File: src/rtl/pixel_pos.sv
// rtl/pixel_pos.sv - serpentine pixel position generator with latched scan bounds
module pixel_pos #(
  parameter int X_MAX = 7,
  parameter int Y_MAX = 8,
  localparam int XW = $clog2(X_MAX),
  localparam int YW = $clog2(Y_MAX)
) (
  input  logic          clk,
  input  logic          n_rst,
  input  logic          update_pos,
  input  logic          new_trans,
  input  logic [XW-1:0] max_x,
  input  logic [YW-1:0] max_y,
  output logic          end_pos,
  output logic          next_dir,
  output logic [XW-1:0] curr_x,
  output logic [YW-1:0] curr_y
);

  localparam logic [XW-1:0] X_ONE = XW'(1);
  localparam logic [YW-1:0] Y_ONE = YW'(1);

  logic [XW-1:0] lim_x_q, lim_x_d;
  logic [YW-1:0] lim_y_q, lim_y_d;
  logic [XW-1:0] curr_x_q, curr_x_d;
  logic [YW-1:0] curr_y_q, curr_y_d;
  logic          dir_q, dir_d;
  logic          next_dir_q, next_dir_d;

  logic          row_end;

  // Row end is the last x of the current traversal direction; the scan ends at the row end of the last row
  always_comb begin
    row_end = dir_q ? (curr_x_q == '0) : (curr_x_q == lim_x_q);
    end_pos = (curr_y_q == lim_y_q) && row_end;
  end

  // Next-state: new_trans restarts the scan, update_pos steps along x or turns onto the next row
  always_comb begin
    lim_x_d    = lim_x_q;
    lim_y_d    = lim_y_q;
    curr_x_d   = curr_x_q;
    curr_y_d   = curr_y_q;
    dir_d      = dir_q;
    next_dir_d = 1'b0;
    if (new_trans) begin
      lim_x_d  = max_x;
      lim_y_d  = max_y;
      curr_x_d = '0;
      curr_y_d = '0;
      dir_d    = 1'b0;
    end else if (update_pos && !end_pos) begin
      if (!row_end) begin
        curr_x_d = dir_q ? (curr_x_q - X_ONE) : (curr_x_q + X_ONE);
      end else begin
        curr_y_d   = curr_y_q + Y_ONE;
        dir_d      = ~dir_q;
        next_dir_d = 1'b1;
      end
    end
  end

  // State registers with synchronous active-low reset taking priority over every command
  always_ff @(posedge clk) begin
    if (!n_rst) begin
      lim_x_q    <= '0;
      lim_y_q    <= '0;
      curr_x_q   <= '0;
      curr_y_q   <= '0;
      dir_q      <= 1'b0;
      next_dir_q <= 1'b0;
    end else begin
      lim_x_q    <= lim_x_d;
      lim_y_q    <= lim_y_d;
      curr_x_q   <= curr_x_d;
      curr_y_q   <= curr_y_d;
      dir_q      <= dir_d;
      next_dir_q <= next_dir_d;
    end
  end

  assign curr_x   = curr_x_q;
  assign curr_y   = curr_y_q;
  assign next_dir = next_dir_q;

endmodule

File: config.mk
export PLATFORM = sky130hd
export DESIGN_NAME = pixel_pos
export DESIGN_NICKNAME = d
export VERILOG_FILES = /design/src/rtl/pixel_pos.sv
export SDC_FILE = /design/constraint.sdc
export NUM_CORES = 1
export LEC_CHECK = 0
export ABC_AREA = 1
export CAP_MARGIN = 20
export CORE_MARGIN = 2
export CORE_UTILIZATION = 46
export DETAILED_ROUTE_END_ITERATION = 10
export PLACE_DENSITY = 0.73
export SYNTH_ARGS = -nofsm -noshare
export SYNTH_HDL_FRONTEND = slang
export SYNTH_SLANG_ARGS = --single-unit
File: constraint.sdc
create_clock -name clk -period 1.41 [get_ports clk]
set_input_delay 0.2115 -clock clk [delete_from_list [all_inputs] [get_ports clk]]
set_output_delay 0.2115 -clock clk [all_outputs]
set_load 0.01 [all_outputs]
==> summary.txt, run 1 <==
Outcome
  • Status: finished, violations left
  • Failing checks: negative setup slack

Clock tree
  • CTS tree: done
  • CTS Buffer Depth: 2
  • Clock Sinks: 14
  • TritonCTS Buffers: 3
  • H-tree Lvls: 1
  • Clk root buf: clkbuf_4
  • Clk Latency, worst-skew pair: 280 ps
  • CTS clk-pin slew, worst paths: approximately 80 ps

Synth
  • Synth area leaders: dfxtp_1 39%, nand2_1 13%, nor2_1 6.8%
  • Post-synth design cell area: slightly above 700 um2
  • Flops & latches, synth: 14
  • Mapped Avg Cell Area: 6.98 um2
  • Ys flop type: dfxtp_1
  • Synth area leader: dfxtp_1
  • Synth warnings: 0
  • Synth top cells by count: 24 x nand2_1, 14 x dfxtp_1, 13 x nor2_1
  • Count leader, synth: nand2_1
  • Syn_nets: 115
  • EDFF count, synth: 0
  • Fraction of registers with async set/reset: 0%
  • Post-synthesis sequential area ratio: 39.0%
  • Distinct cells, synth: 20
  • Synth top area share: a little under 40%
  • Cells after synthesis: 103

Route
  • Vias: 740
  • Vias per Instance: 4.74
  • Aggregate routed wire length: between 1500 and 2000 um
  • ANT nets after route: 0
  • Iter 0 DRT Violations: 4
  • WL/cell: 10.2 um
  • Remaining DRCs: 0
  • Drt pass-1 iters: 4

Timing
  • Worst-margin pin slew: 269 ps
  • Period utilization: 106%
  • RSZ-0062 raised after global routing: true
  • Max frequency: 0.670 GHz
  • Setup WS post-layout: -82.8 ps
  • Final setup violation count: 1
  • Relative slew slack: 82.0%
  • Final hold vios: 0
  • Slew Viols, Final: 0
  • Hold Slack: 481 ps
  • Min Tclk post-route: about 1500 ps
  • Clk_skew: approximately 4.5 ps

Place
  • I/O Buffers: 17
  • DP Wirelength: 1290 um
  • Post-Place Setup Slack: -246 ps
  • Final Wtd Congestion: between 0.8 and 0.9

Min path
  • Hold path start: lim_y_q[1]
  • Hold Path Class: reg2reg

Floorplanning
  • Die Ht: about 44 um
  • CORE AREA: 0.00149 mm2
  • I/O pin count: 18
  • Row cnt: 14
  • Die extent in x: ~44 um
  • Die ar.: 0.00190 mm2
  • Starting density of the core: 48.3%

Critical path
  • Critical Path Source Type: flip-flop
  • Reg2reg start: curr_x[0]
  • CP max-delay cell: dfxtp_2
  • CP max stage delay: around 350 ps
  • Cell chain of the critical path: inv_2, nand2_1, nand2_1, nor2_1, nand2_2, nand2_4, inv_2, nor2_2, buf_2
  • Setup CP Type: reg2out
  • Arrival @ worst endpoint: 1280 ps
  • RR Endpoint: curr_x[2]
  • Reg2reg setup slack: 100 ps
  • CP endpoint kind: output pin
  • CP required: 1200 ps
  • Crit path to: end_pos
  • Worst Setup SP: lim_x_q[0]
  • Worst R2R Path Depth: 6
  • Crit-path max FO: 2

Power
  • Maximum VDD drop: 0.551 mV
  • PwrDens: 826 mW/mm2
  • P_leak: 0.000547 uW

Global route
  • Vias in the first global route: 697
  • Global-route usage over all layers: 19.7%
  • Largest net degree at the start of global routing: 12
  • First-pass GRT wire length: approximately 2700 um
  • Initial antenna violation count: 0
  • Total grt overflow: 0

Flow run
  • Max-cap violations: 0

Cells and area
  • Final nets: between 150 and 200
  • N_diodes: 0
  • P&R area growth vs syn: 50.1%
  • Layout cells sized above 1: 33.6%
## sequential cells by signal (all words and copies together) (netlist names)
signal    cells
next_dir      1
curr_y        3
dir_q         1
lim_y_q       3
curr_x        3
lim_x_q       3
## layout by cell type, fill, tap and decap left out, types with 6 or more instances in the layout
cell and instances:
inv_2 7, dfxtp_1 6, a21oi_1 8, nor2_1 12, dfxtp_2 7, inv_1 10
buf_4 18, o21ai_0 6, nand2_1 24, clkdlybuf4s50_1 10
## how the worst min path moves through the flow
stage / depth (start not counted) / endpoint / slack [ps]
floorplan: 2 / lim_y_q[0] / 350
global placement: 2 / lim_y_q[1] / 460
detailed placement: 2 / lim_y_q[1] / 470
CTS: 2 / lim_y_q[1] / 490
global route: 2 / lim_y_q[1] / 510
finish: 2 / lim_y_q[1] / 480
## cells by family after synthesis
family | synth area share (%)
flip-flops | 39.0
AO/OA/AOI/OAI | 10.4
adder cells (fa/ha/maj) | 4.52
buffers and inverters | 10.1
XOR/XNOR | 4.87
AND/OR/NAND/NOR | 31.1
## power by group
group          switching [uW]  internal [uW]  total, uW
sequential               12.6            416        429
clock                     128           99.2        227
combinational             118            118        236
total                     258            633        892
## layout make-up
| cell class | instances | area (um2) |
|---|---|---|
| Fill cell | 139 | 409 |
| Multi-Input combinational cell | 70 | 375 |
| Timing Repair Buffer | 35 | 300 |
| Sequential cell | 14 | 293 |
| Inverter | 18 | 68.8 |
| Clock buffer | 3 | 22.5 |
| Tap cell | 16 | 20.0 |
## repair_timing
item / CTS / global route
resized for setup: 16 / 8
endpoints found under the hold margin: 0 / 0
setup endpoints to repair: 7 / 4
pin swaps: 1 / 4
hold buffers: 0 / 0
setup buffers: 0 / 1
## metrics by stage
| step | instances | utilization, % | total power, uW | area, um2 | setup TNS (ps) |
|---|---|---|---|---|---|
| 6_report | 156 | 72.5 | 892 | 1080 | -82.8 |
| 5_1_grt | 156 | 72.5 | 941 | 1080 | -185 |
| 3_3_place_gp | 152 | 69.4 | 665 | 1030 | -253 |
| 2_1_floorplan | 103 | - | 558 | 719 | 0 |
| 4_1_cts | 155 | 70.9 | 895 | 1060 | -107 |
| 3_5_place_dp | 152 | 69.4 | 672 | 1030 | -279 |
## worst max-delay path: cells and delay by family, from the launching register on
| kind | cells | cell delay (ps) |
|---|---|---|
| buf+inv | 3 | 210 |
| simple gates | 6 | 440 |
| flops | 1 | 350 |
## metal layers
metal | vias to the layer above | global-route usage, % | routed length, um | part of all wire (%)
met4 | 0 | 12.7 | 31 | 1.9
met2 | 14 | 35.3 | 802 | 50
met3 | 4 | 2.50 | 72 | 4.5
li1 | 395 | - | - | -
met1 | 327 | 21.4 | 683 | 43
met5 | - | 0 | 0 | 0
No activity file was read; power rests on OpenSTA's default activity.
==> run 2: changes to the inputs <==
--- a/config.mk
+++ b/config.mk
@@ -5,12 +5,12 @@
 export SDC_FILE = /design/constraint.sdc
 export NUM_CORES = 1
 export LEC_CHECK = 0
-export ABC_AREA = 1
 export CAP_MARGIN = 20
 export CORE_MARGIN = 2
 export CORE_UTILIZATION = 46
 export DETAILED_ROUTE_END_ITERATION = 10
 export PLACE_DENSITY = 0.73
+export RECOVER_POWER = 25
 export SYNTH_ARGS = -nofsm -noshare
 export SYNTH_HDL_FRONTEND = slang
 export SYNTH_SLANG_ARGS = --single-unit
==> summary.txt, run 2 <==
Timing
  • Clk_skew: 9.87 ps (+5.41 ps)
  • Slew Viols, Final: 0 (unchanged)
  • Worst-margin pin slew: 265 ps (-4.28 ps)
  • Final hold vios: 0 (unchanged)
  • Min Tclk post-route: 1820 ps (+324 ps)
  • Final setup violation count: 9 (+8)
  • Hold Slack: 546 ps (+64.2 ps)
  • Setup WS post-layout: -407 ps (-324 ps)
  • RSZ-0062 raised after global routing: true
  • Max frequency: 0.550 GHz (-18%)
  • Period utilization: 129% (+23 points)
  • Setup TNS: -1820 ps (-1740 ps)
  • Relative slew slack: 82.3% (+0.24 points)

Place
  • Placed cells: 125 (-18%)
  • Final Wtd Congestion: 0.831 (+3.8%)
  • DP Wirelength: 1390 um (+7.2%)
  • I/O Buffers: 17 (unchanged)

Clock tree
  • CTS Buffer Depth: 2 (unchanged)
  • TritonCTS Buffers: 3 (unchanged)
  • CTS tree: done
  • Clock Sinks: 14 (unchanged)
  • H-tree Lvls: 1 (unchanged)
  • Clk Latency, worst-skew pair: 290 ps (about the same)
  • CTS clk-pin slew, worst paths: 80 ps (about the same)
  • Clk root buf: clkbuf_4

Critical path
  • CP max stage delay: 550 ps (+200 ps)
  • Arrival @ worst endpoint: 1610 ps (+330 ps)
  • Crit-path max FO: 3 (+1)
  • RR Endpoint: curr_x[2]
  • Crit path to: end_pos
  • Cell chain of the critical path: or4b_4, o41ai_4, and4_4, buf_6
  • Crit path max-delay family: simple AND/OR/NAND/NOR gates
  • Critical Path Source Type: flip-flop
  • CP max-delay cell: or4b_4
  • Worst R2R Path Depth: 7 (+1)
  • CP Buf/Inv Count: 1 (-2)
  • Setup CP Type: reg2out
  • Reg2reg setup slack: -330 ps (-430 ps)
  • Worst Setup SP: curr_x[1]
  • Reg2reg start: dir_q
  • CP required: 1200 ps (about the same)
  • CP endpoint kind: output pin
  • Cell count along the critical path: 4 (-5)

Route
  • Aggregate routed wire length: 1820 um (+15%)
  • Vias: 685 (-7.4%)
  • Vias per Instance: 5.15 (+8.6%)
  • ANT nets after route: 0 (unchanged)
  • Drt pass-1 iters: 4 (unchanged)
  • Iter 0 DRT Violations: 10 (+6)
  • WL/cell: 13.7 um (+34%)
  • Remaining DRCs: 0 (unchanged)

Synth
  • Ys flop type: dfxtp_1
  • Post-synth design cell area: 726 um2 (+0.87%)
  • Flops & latches, synth: 14 (unchanged)
  • Synth area leader: dfxtp_1
  • Distinct cells, synth: 27 (+35%)
  • Synth warnings: 0 (unchanged)
  • Synth top cells by count: 14 x dfxtp_1, 7 x nor2b_1, 6 x mux2i_1
  • EDFF count, synth: 0 (unchanged)
  • Synth area leaders: dfxtp_1 39%, mux2i_1 8.3%, nor2b_1 6.0%
  • Cells after synthesis: 72 (-30%)
  • Synth top area share: 38.6% (-0.34 points)
  • Post-synthesis sequential area ratio: 38.6% (-0.34 points)
  • Mapped Avg Cell Area: 10.1 um2 (+44%)
  • Syn_nets: 84 (-27%)
  • Count leader, synth: dfxtp_1
  • Fraction of registers with async set/reset: 0% (unchanged)

Power
  • PwrDens: 843 mW/mm2 (+2.1%)
  • P_leak: 0.000546 uW (-0.15%)
  • Maximum VDD drop: 0.660 mV (+20%)
  • Total power: 992 uW (+11%)

Floorplanning
  • Die extent in x: 43.7 um (+0.40%)
  • Die Ht: 43.7 um (+0.40%)
  • Row cnt: 14 (unchanged)
  • I/O pin count: 18 (unchanged)
  • CORE AREA: 0.00149 mm2 (unchanged)
  • Starting density of the core: 48.7% (+0.42 points)
  • Die ar.: 0.00191 mm2 (+0.81%)

Flow run
  • Max-cap violations: 0 (unchanged)

Cells and area
  • Fill count: 110 (-21%)
  • Final Non-Filler Cells: 133 (-15%)
  • P&R area growth vs syn: 62.1%
  • Layout cells sized above 1: 38.5% (+4.9 points)
  • Most frequent cells in the layout: 22 x buf_4, 11 x dfxtp_1, 10 x clkdlybuf4s50_1
  • N_diodes: 0 (unchanged)
  • Most common library cell in the layout ignoring fill and taps: buf_4
  • Final nets: 130 (-16%)

Global route
  • Largest net degree at the start of global routing: 9 (-3)
  • Global-route usage over all layers: 22.1% (+2.5 points)
  • Initial antenna violation count: 0 (unchanged)
  • Vias in the first global route: 666 (-4.4%)
  • Total grt overflow: 0 (unchanged)
  • First-pass GRT wire length: 3040 um (+13%)

Outcome
  • Failing checks: negative setup slack
  • Status: finished, violations left

Min path
  • Hold Path Class: reg2reg
[run 2: changes by cell type after synthesis, sizes merged, moves of 4 or more]
cell,change
nand2,-23
nor2,-12
nand3,-5
nor2b,+7
a21oi,-4
mux2i,+6
inv,-13
[run 2: how the worst min path moves through the flow]
stage,startpoint,cells after the start,to,slack [ps]
2_1_floorplan,n_rst,1,lim_x_q[0],340
3_3_place_gp,lim_x_q[0],2,lim_x_q[0],530
3_5_place_dp,lim_y_q[0],2,lim_y_q[0],530
4_1_cts,max_y[0],3,lim_y_q[0],540
5_1_grt,max_x[0],3,lim_x_q[0],570
6_report,lim_y_q[0],2,lim_y_q[0],550
[run 2: where the power goes]
group | internal [uW] | leakage [uW] | switching (uW)
Sequential | 410 | 0.000116 | 13.1
Combinational | 161 | 0.000409 | 110
Clock | 157 | 0.0000210 | 140
Total | 728 | 0.000546 | 263
[run 2: tightest hold or removal path, stage by stage (launching register included)]
cell and delay, ps:
dfxtp_1 330, mux2i_1 120, nor2b_1 60
[run 2: logic make-up (layout without fill, tap and decap cells)]
kind of cell / after synthesis / in the layout / synth area share [%]
compound gates: 15 / 15 / 17.6
xor+xnor: 7 / 7 / 8.45
fa+ha+maj: 2 / 2 / 4.48
buf+inv: 6 / 51 / 4.65
flops: 14 / 14 / 38.6
mux: 6 / 6 / 8.28
simple gates: 22 / 22 / 17.9
[run 2: area by class of cell]
cell class / instances / area [um2] / area share, %
sequential: 14 / 287 / 24.4
tap: 16 / 20.0 / 1.70
clock buffer: 4 / 36.3 / 3.09
multi-input combinational: 52 / 450 / 38.3
timing repair buffer: 43 / 368 / 31.3
inverter: 4 / 15.0 / 1.28
[run 2: per-stage QoR]
stage / utilization (%) / worst slack, ps / area [um2]
finish: 79.0 / -407 / 1180
global route: 79.0 / -449 / 1180
CTS: 79.5 / -427 / 1180
detailed placement: 71.8 / -524 / 1070
global placement: 71.8 / -513 / 1070
floorplan: - / -185 / 733
[run 2: metal layers]
| metal | track usage [%] | share of wire (%) | up-vias |
|---|---|---|---|
| met4 | 10.9 | 1.3 | 0 |
| li1 | - | - | 344 |
| met2 | 38.5 | 51 | 14 |
| met5 | 0 | 0 | - |
| met1 | 26.0 | 44 | 323 |
| met3 | 3.75 | 2.9 | 4 |
[run 2: repair_timing]
item | CTS | global route
endpoints found under the setup margin | 14 | 10
pin swaps | 5 | 3
gates resized for setup | 23 | 1
cloned | 0 | 0
buffers inserted | 5 | 0
hold buffers | 0 | 0
==> run 3: changes to the inputs <==
--- a/config.mk
+++ b/config.mk
@@ -11,6 +11,7 @@
 export DETAILED_ROUTE_END_ITERATION = 10
 export PLACE_DENSITY = 0.73
 export RECOVER_POWER = 25
+export REMOVE_ABC_BUFFERS = 1
 export SYNTH_ARGS = -nofsm -noshare
 export SYNTH_HDL_FRONTEND = slang
 export SYNTH_SLANG_ARGS = --single-unit
==> summary.txt, run 3 (synthesized netlist as in run 2, its figures left out) <==
Outcome
  • Status: finished, violations left
  • Failing checks: negative setup slack

Critical path
  • Cell chain of the critical path: or4b_4, o41ai_4, and4_1, buf_2
  • CP required: 1200 ps (about the same)
  • CP max stage delay: 550 ps (about the same)
  • CP endpoint kind: output pin
  • Crit-path max FO: 2 (-1)
  • Arrival @ worst endpoint: 1620 ps (about the same)
  • Setup CP Type: reg2out
  • CP max-delay cell: or4b_4
  • Critical Path Source Type: flip-flop

Place
  • Post-DP Area: 0.00105 mm2 (-2.1%)
  • Final Wtd Congestion: 0.787 (-5.3%)
  • DP Wirelength: 1270 um (-8.4%)
  • Post-Place Setup Slack: -524 ps (-0.777 ps)
  • I/O Buffers: 17 (unchanged)

Clock tree
  • Clk Latency, worst-skew pair: 290 ps (about the same)
  • TritonCTS Buffers: 3 (unchanged)
  • CTS Buffer Depth: 2 (unchanged)
  • Clk root buf: clkbuf_4
  • CTS Hold Buffers Added: 0 (unchanged)
  • CTS tree: done
  • Clock Sinks: 14 (unchanged)
  • H-tree Lvls: 1 (unchanged)
  • CTS clk-pin slew, worst paths: 90 ps (about the same)

Cells and area
  • Most frequent cells in the layout: 21 x buf_4, 11 x dfxtp_1, 9 x clkdlybuf4s50_1
  • Most common library cell in the layout ignoring fill and taps: buf_4
  • Final nets: 131 (+0.77%)
  • Fill count: 90 (-18%)
  • Multi-input gate area: 469 um2 (+4.2%)
  • Layout cells sized above 1: 39.8% (+1.4 points)
  • P&R area growth vs syn: 65.9%
  • Design Area, Final: 0.00120 mm2 (+2.3%)
  • N_diodes: 0 (unchanged)
  • Reg area: 284 um2 (-0.87%)

Timing
  • Hold Slack: 532 ps (-13.2 ps)
  • Clk_skew: 5.52 ps (-4.36 ps)
  • Period utilization: 130% (+0.95 points)
  • Final hold vios: 0 (unchanged)
  • Relative slew slack: 74.8% (-7.4 points)
  • Min Tclk post-route: 1830 ps (+13.4 ps)
  • Setup WS post-layout: -420 ps (-13.4 ps)
  • Worst-margin pin slew: 377 ps (+112 ps)
  • Max frequency: 0.546 GHz (-0.73%)
  • Setup TNS: -2250 ps (-430 ps)
  • Final setup violation count: 9 (unchanged)
  • Slew Viols, Final: 0 (unchanged)
  • RSZ-0062 raised after global routing: true

Global route
  • Largest net degree at the start of global routing: 9 (unchanged)
  • Global-route usage over all layers: 22.7% (+0.52 points)
  • First-pass GRT wire length: 3100 um (+1.8%)
  • Total grt overflow: 0 (unchanged)
  • Initial antenna violation count: 0 (unchanged)
  • Vias in the first global route: 709 (+6.5%)

Floorplanning
  • Die extent in x: 43.7 um (unchanged)
  • Row cnt: 14 (unchanged)
  • CORE AREA: 0.00149 mm2 (unchanged)
  • I/O pin count: 18 (unchanged)
  • Die ar.: 0.00191 mm2 (unchanged)
  • Starting density of the core: 48.7% (unchanged)
  • Die Ht: 43.7 um (unchanged)

Route
  • WL/cell: 13.9 um (+1.6%)
  • Remaining DRCs: 0 (unchanged)
  • Drt pass-1 iters: 4 (unchanged)
  • Vias per Instance: 5.36 (+4.0%)
  • Vias: 718 (+4.8%)
  • Aggregate routed wire length: 1870 um (+2.4%)
  • ANT nets after route: 0 (unchanged)
  • Iter 0 DRT Violations: 7 (-3)

Power
  • Total power: 1030 uW (+3.4%)
  • P_leak: 0.000565 uW (+3.5%)
  • Maximum VDD drop: 0.743 mV (+13%)
  • PwrDens: 852 mW/mm2 (+1.1%)

Min path
  • Hold Path Class: in2reg

Flow run
  • Max-cap violations: 0 (unchanged)
## run 3: per-stage QoR
stage / util (%) / instances
after CTS: 80.1 / 134
after global placement: 70.3 / 123
after floorplan: - / 70
final: 80.8 / 134
after global routing: 80.8 / 134
after detailed placement: 70.3 / 123
## run 3: report_power, final
group / switching (uW) / total (uW) / internal, uW / leakage, uW
registers: 14.0 / 425 / 411 / 0.000116
logic: 122 / 295 / 173 / 0.000429
clock network: 148 / 305 / 158 / 0.0000210
## run 3: what timing repair did
action,4_1_cts,5_1_grt
setup buffers,8,1
resized for setup,26,4
cloned,0,0
setup endpoints to repair,15,10
pin swaps,6,1
endpoints found under the hold margin,0,0
## run 3: final timing paths
check	slack (ps)	start	end	cells after the start
setup reg to reg	-260	lim_x_q[1]	curr_x[1]	7
hold reg to reg	540	lim_y_q[2]	lim_y_q[2]	2
setup / recovery	-420	curr_x[1]	end_pos	4
hold / removal	530	max_y[2]	lim_y_q[2]	3
## run 3: critical path, delay by kind of cell, from the launching register on
| family | cells | cell delay (ps) |
|---|---|---|
| simple gates | 2 | 790 |
| compound gates | 1 | 80 |
| buf+inv | 1 | 130 |
| flops | 1 | 340 |
## run 3: layer usage
layer	track usage (%)	vias to the layer above	wire, um
met5	0	-	0
met4	15.8	0	69
met3	4.58	6	81
met2	37.4	17	941
met1	26.0	346	774
li1	-	349	-
## run 3: layout make-up
| type | count | area share, % |
|---|---|---|
| multi-input combinational | 52 | 39.0 |
| timing repair buffer | 44 | 31.5 |
| sequential | 14 | 23.6 |
| clock buffer | 4 | 3.01 |
| tap | 16 | 1.66 |
| inverter | 4 | 1.25 |
